## src/rtl/sign_narrow_stream.sv

```systemverilog
// sign_narrow_stream
//
// Narrows a stream of IN_W-bit signed words to OUT_W bits. This is the
// streaming inverse of a sign extender. A word fits when the bits it loses
// are all copies of the OUT_W sign bit. A word that does not fit is flagged
// on out_ovf and counted in a saturating overflow counter.
//
// Build option:
//   SIGN_NARROW_SAT_EN  defined   : an overflowing word saturates by its sign
//                                   (max positive or min negative).
//                       undefined : an overflowing word is truncated to its
//                                   low OUT_W bits.
//
// Ports:
//   clk        clock; all state updates on the rising edge
//   reset      synchronous, active-high reset
//   in_valid   upstream word present
//   in_ready   block can accept a word this cycle
//   in_data    IN_W-bit signed input word
//   out_valid  narrowed word present
//   out_ready  downstream accepts out_data this cycle
//   out_data   OUT_W-bit narrowed signed word
//   out_ovf    out_data came from an overflowing input
//   ovf_clr    clear the overflow counter
//   ovf_count  overflowing words accepted, saturating at all-ones
//
// Storage is a main output register plus one skid register. in_ready depends
// only on registered state, so there is no combinational path from out_ready
// back to in_ready.

module sign_narrow_stream #(
    parameter int IN_W  = 32,
    parameter int OUT_W = 8,
    parameter int CNT_W = 16
) (
    input  logic             clk,
    input  logic             reset,
    input  logic             in_valid,
    output logic             in_ready,
    input  logic [IN_W-1:0]  in_data,
    output logic             out_valid,
    input  logic             out_ready,
    output logic [OUT_W-1:0] out_data,
    output logic             out_ovf,
    input  logic             ovf_clr,
    output logic [CNT_W-1:0] ovf_count
);

    localparam logic [CNT_W-1:0] CNT_MAX = '1;
    localparam logic [CNT_W-1:0] CNT_ONE = CNT_W'(1);

    // True when every bit from the OUT_W sign bit upward agrees.
    function automatic logic word_fits(input logic signed [IN_W-1:0] w);
        logic [IN_W-OUT_W:0] hi;
        hi = w[IN_W-1:OUT_W-1];
        return (&hi) | ~(|hi);
    endfunction

    function automatic logic signed [OUT_W-1:0] narrow_word(
        input logic signed [IN_W-1:0] w,
        input logic                   fits
    );
        logic signed [OUT_W-1:0] res;
        res = w[OUT_W-1:0];
        if (!fits) begin
`ifdef SIGN_NARROW_SAT_EN
            res = w[IN_W-1] ? {1'b1, {(OUT_W-1){1'b0}}}
                            : {1'b0, {(OUT_W-1){1'b1}}};
`else
            res = w[OUT_W-1:0];
`endif
        end
        return res;
    endfunction

    logic signed [IN_W-1:0]  in_word;
    logic                    in_fits;
    logic signed [OUT_W-1:0] in_narrow;
    logic                    accept;
    logic                    out_fire;

    logic                    out_valid_q,  out_valid_d;
    logic signed [OUT_W-1:0] out_data_q,   out_data_d;
    logic                    out_ovf_q,    out_ovf_d;
    logic                    skid_valid_q, skid_valid_d;
    logic signed [OUT_W-1:0] skid_data_q,  skid_data_d;
    logic                    skid_ovf_q,   skid_ovf_d;
    logic [CNT_W-1:0]        ovf_count_q,  ovf_count_d;

    assign in_word   = in_data;
    assign in_fits   = word_fits(in_word);
    assign in_narrow = narrow_word(in_word, in_fits);

    assign in_ready  = !skid_valid_q && !reset;
    assign accept    = in_valid && in_ready;
    assign out_fire  = out_valid_q && out_ready;

    always_comb begin
        out_valid_d  = out_valid_q;
        out_data_d   = out_data_q;
        out_ovf_d    = out_ovf_q;
        skid_valid_d = skid_valid_q;
        skid_data_d  = skid_data_q;
        skid_ovf_d   = skid_ovf_q;

        if (out_fire) begin
            if (skid_valid_q) begin
                // accept cannot happen here: in_ready is low while skid holds a word
                out_data_d   = skid_data_q;
                out_ovf_d    = skid_ovf_q;
                skid_valid_d = 1'b0;
            end else if (accept) begin
                out_data_d = in_narrow;
                out_ovf_d  = !in_fits;
            end else begin
                out_valid_d = 1'b0;
            end
        end else if (accept) begin
            if (!out_valid_q) begin
                out_valid_d = 1'b1;
                out_data_d  = in_narrow;
                out_ovf_d   = !in_fits;
            end else begin
                skid_valid_d = 1'b1;
                skid_data_d  = in_narrow;
                skid_ovf_d   = !in_fits;
            end
        end
    end

    // Clear wins over the old value, but an overflow accepted in the same
    // cycle still counts, so the counter lands on 1.
    always_comb begin
        ovf_count_d = ovf_count_q;
        if (ovf_clr) begin
            ovf_count_d = (accept && !in_fits) ? CNT_ONE : '0;
        end else if (accept && !in_fits && ovf_count_q != CNT_MAX) begin
            ovf_count_d = ovf_count_q + CNT_ONE;
        end
    end

    // ---- register stage ----
    always_ff @(posedge clk) begin
        if (reset) begin
            out_valid_q  <= 1'b0;
            out_data_q   <= '0;
            out_ovf_q    <= 1'b0;
            skid_valid_q <= 1'b0;
            ovf_count_q  <= '0;
        end else begin
            out_valid_q  <= out_valid_d;
            out_data_q   <= out_data_d;
            out_ovf_q    <= out_ovf_d;
            skid_valid_q <= skid_valid_d;
            ovf_count_q  <= ovf_count_d;
        end
    end

    // Skid payload is qualified by skid_valid_q, so it needs no reset.
    always_ff @(posedge clk) begin
        skid_data_q <= skid_data_d;
        skid_ovf_q  <= skid_ovf_d;
    end

    assign out_valid = out_valid_q;
    assign out_data  = out_data_q;
    assign out_ovf   = out_ovf_q;
    assign ovf_count = ovf_count_q;

endmodule

```

## config.mk

```make
export PLATFORM = sky130hd
export DESIGN_NAME = sign_narrow_stream
export DESIGN_NICKNAME = d
export VERILOG_FILES = /design/src/rtl/sign_narrow_stream.sv
export SDC_FILE = /design/constraint.sdc
export NUM_CORES = 1
export LEC_CHECK = 0
export CELL_PAD_IN_SITES_DETAIL_PLACEMENT = 0
export CELL_PAD_IN_SITES_GLOBAL_PLACEMENT = 1
export CORE_UTILIZATION = 35
export CTS_CLUSTER_SIZE = 14
export DETAILED_ROUTE_END_ITERATION = 16
export GPL_TIMING_DRIVEN = 0
export HOLD_SLACK_MARGIN = 0.08
export PLACE_DENSITY = 0.87
export SETUP_SLACK_MARGIN = 0.02
export SLEW_MARGIN = 20
export SYNTH_ARGS = -nofsm -noshare
export SYNTH_HDL_FRONTEND = slang
export SYNTH_SLANG_ARGS = --single-unit
```

## constraint.sdc

```tcl
create_clock -name clk -period 5.45 [get_ports clk]
set_clock_uncertainty 0.05 [all_clocks]
set_input_delay 1.3625 -clock clk [delete_from_list [all_inputs] [get_ports clk]]
set_output_delay 1.3625 -clock clk [all_outputs]
set_load 0.05 [all_outputs]
```

# Yosys cells after proc, flatten, opt, wreduce, memory -nomap -nowiden
# Cells that the tools add are included.
# classes
n_mul	0
magnitude_cmp	0
n_bitwise	3
muxes	17
n_addsub	1
n_reduce_logical	18
n_eq_ne	4
shift	0
n_div	0
# ops
op	n
8-bit 2-to-1 mux	5
16-bit 2-to-1 mux	2
25-bit AND reduction	1
25-bit OR reduction	1
16-bit by 1-bit adder with 16-bit output (second input constant)	1
16-bit inequality test (second input constant)	1
1-bit 2-to-1 mux	10
3-bit AND reduction	3
2-bit inequality test (second input constant)	3
2-bit nonzero test	3
1-bit logical AND	5
1-bit zero test	3
1-bit inverter	2
2-bit AND reduction	1
2-bit OR reduction	1
1-bit OR	1
# totals
in_bits	37
latch_bits	0
memories	0
ramBits	0
romBits	0
reg_bits	36

# Depth between registers and ports, before layout
# logic_depth
word_depth	8
mapped_depth	9

# Worst setup path before layout
# Ideal clock, no wire load.
# synth_timing
path_kind	input-to-output
from	in reset
to	out in_ready
setup_slack_ns	1.712
t_required_ns	4.038
arrival_time_ns	2.325
stages	3
cell_sequence	buf_6 -> clkbuf_1 -> nor2_1
# synth_via
elab_chain_len	2
# synth_lines
element	line_no	rtl
from (decl)	37	input logic reset,
1-bit zero test	94	assign in_ready = !skid_valid_q && !reset;
1-bit logical AND	94	
to (decl)	39	output logic in_ready,
# No other way between the ends.

# Worst setup path in the final report
# Same ends and word-level chain as after synthesis.

==> flow_metrics.tcl <==
set metrics [dict create \
    synth_flop_cell "dfxtp_1" \
    critPathMaxStageDelay_ps 810 \
    dp_hpwl_mm 3.18 \
    clk_latency_ps 290 \
    gr-total-overflow 0 \
    antenna_found_initial 0 \
    setup_viol_count_final 0 \
    grt_pass1_wl_mm 7.32 \
    post_cts_buffers 0 \
    crit_family "buffers and inverters" \
    yosysWarnings 0 \
    hold_buffers 0 \
    arrival_ps 2660 \
    via_per_inst 5.08 \
    postSynthCellCount 189 \
    critPathCaptureType "output pin" \
    cp_max_fo 10 \
    report.final.hold_viol_count 0 \
    power_density_nw_per_um2 240 \
    cp-startpoint "reset" \
    drt_pre_antenna_iters 4 \
    synth_fp_nets 227 \
    min_period_ps 4070 \
    syn-cell-area_um2 1770 \
    grtUsageTotal_pct 17.8 \
    cts_buffers 5 \
    vias 1655 \
    globalplace.congestion 0.789 \
    synthTopCellsByCount "dfxtp_1, nor2_1, nand4_1" \
    routed_wl_mm 4.31 \
    syn_avg_cell_area_um2 9.37 \
    ys_ff_latch 36 \
    n_antenna_cell 0 \
    crit_buf_inv 3 \
    core_area_um2 4790 \
    synth_top_area_cell "dfxtp_1" \
    slew-limit-headroom_pct 56.4 \
    cts.repair.resized 0 \
    die_x_um 73.1 \
    port_buffers 62 \
    drv_cap 0 \
    finalCritPeriodShare_pct 74.7 \
    start_kind "input port" \
    synthArstFlopShare_pct 0 \
    crit_cells 4 \
    clkSlewWorstSetupHoldPaths_ps 80 \
    rsz0062_at_grt "no" \
    synth_edf_count 9 \
    ir_drop_v 0.000179 \
    rrSetupSlack_ps 3530 \
    yosysMostFrequentCell "dfxtp_1" \
    path_cells "buf_6 -> clkbuf_1 -> nor2_1 -> clkdlybuf4s50_1" \
    cts.sinks 36 \
    cts_max_path_buffers 2 \
    clockRootBuffer "clkbuf_8" \
    drtIter0Drc 47 \
    leakagePower_nw 0.925 \
    tns_ps 0 \
    synth_cell_types 40 \
    worstMarginPinSlew_ps 654 \
    seq_area_um2 811 \
    cp.required_ps 4040 \
    post_drt_wl_per_cell_um 13.2 \
    r2r_cells 8 \
    r2r-end "ovf_count[4]$_SDFFE_PP0P_" \
    start_util_pct 37.0 \
    drv_slew 0 \
    grt_max_degree 13 \
    h-tree-depth 2 \
    final_core_util_pct 54.1 \
    dieArea_um2 5350 \
    ys_top_cells_by_area "dfxtp_1, edfxtp_1, mux2i_1" \
    run_status "completed" \
    setup.worst_path.class "input port to output pin" \
    cts_tree "done" \
    io-pin-count 64 \
    rows 25 \
    critPathSlowestCell "clkdlybuf4s50_1" \
    multiInputGateArea_um2 873 \
    ant_nets 0 \
    synth_top_area_share_pct 30.5 \
    area_growth_pct 46.0 \
    grt_pass1_vias 1631 \
    route.detailed.drc 0 \
    fmax_mhz 246 \
    die_y_um 73.1 \
    final_nets 296 \
    drive_gt1_share_pct 8.88 \
    worstHoldStart "out_data[6]$_SDFFE_PP0P_" \
    endpoint "in_ready" \
    r2r_start "ovf_count[4]$_SDFFE_PP0P_" \
    holdCritPathClass "flip-flop to flip-flop" \
    ys_seq_area_share_pct 45.8 \
    fillers 455 \
]
## worst min path at each step
| stage | end | slack, ps | cells after the start |
|---|---|---|---|
| detailed placement | out_data[5]$_SDFFE_PP0P_ | 440 | 2 |
| global route | out_data[2]$_SDFFE_PP0P_ | 480 | 2 |
| finish | out_data[6]$_SDFFE_PP0P_ | 450 | 2 |
| floorplan | skid_valid_q$_SDFFE_PP0P_ | 520 | 2 |
| global placement | ovf_count[1]$_SDFFE_PP0P_ | 440 | 2 |
| CTS | out_data[5]$_SDFFE_PP0P_ | 450 | 2 |
## where the power goes
part	internal, mW	switching, mW
clock	0.135	0.0977
combinational	0.0470	0.0540
sequential	0.282	0.00601
total	0.464	0.158
## final cells by class
cell class	instances	area share [%]
Timing Repair Buffer	62	24.0
Sequential cell	36	31.3
Inverter	3	0.435
Multi-Input combinational cell	141	33.8
Clock inverter	3	1.64
Buffer	9	2.95
Tap cell	67	3.24
Clock buffer	5	2.66
## routing by layer
metal	vias to the layer above	routed length, um	GRT usage, %
li1	854	-	-
met1	748	2080	22.8
met2	47	1910	28.2
met3	6	262	5.25
met4	0	61	6.75
met5	-	0	0
## worst reg2reg max path, stage by stage (launching register included)
cell	delay, ps
dfxtp_1	350
and4_1	230
and2_1	170
buf_6	130
nand4_1	120
nand3_2	130
buf_6	170
buf_6	140
o41ai_1	320
## state kept, by name (all words and copies together), names as in the netlist
| signal | count |
|---|---|
| out_valid | 1 |
| out_ovf | 1 |
| skid_ovf_q | 1 |
| ovf_count | 16 |
| skid_data_q | 8 |
| skid_valid_q | 1 |
| out_data | 8 |
## layout by cell type (no fill, tap or decap), types with 2 or more instances in the layout
cell type         n
a211oi_1         10
a21oi_1          12
and2_1            2
and3_1            5
and3_2            2
buf_4             2
buf_6             4
clkbuf_8          5
clkdlybuf4s50_1  62
dfxtp_1          27
edfxtp_1          9
inv_1             3
mux2i_1           9
nand2_1          12
nand3_1           7
nand4_1          13
nor2_1           18
nor3_1            2
nor4_1            6
o211ai_1          4
o21ai_0           4
o21ai_1           8
o41ai_1           2
or3_1             9
or4_1             2
## logic make-up (layout without fill, tap and decap cells)
group | Yosys count | after routing | share of synthesized area (%)
adders and majority gates | 1 | 1 | 0.706
DFF | 36 | 36 | 45.8
muxes | 9 | 9 | 5.08
buffers and inverters | 12 | 82 | 4.94
AOI/OAI and AO/OA | 43 | 43 | 15.1
and+or+nand+nor | 87 | 87 | 27.9
xor gates and xnor gates | 1 | 1 | 0.494
## stage by stage
stage,instances,worst slack [ps],power [mW],hold WS (ps),cell area (um2)
floorplan,189,1710,0.345,522,1770
CTS,326,1360,0.628,453,2590
detailed placement,318,1360,0.395,442,2480
finish,326,1380,0.622,447,2590
global placement,318,1360,0.394,437,2480
global route,326,1310,0.645,477,2590
(Power assumes the default switching activity.)
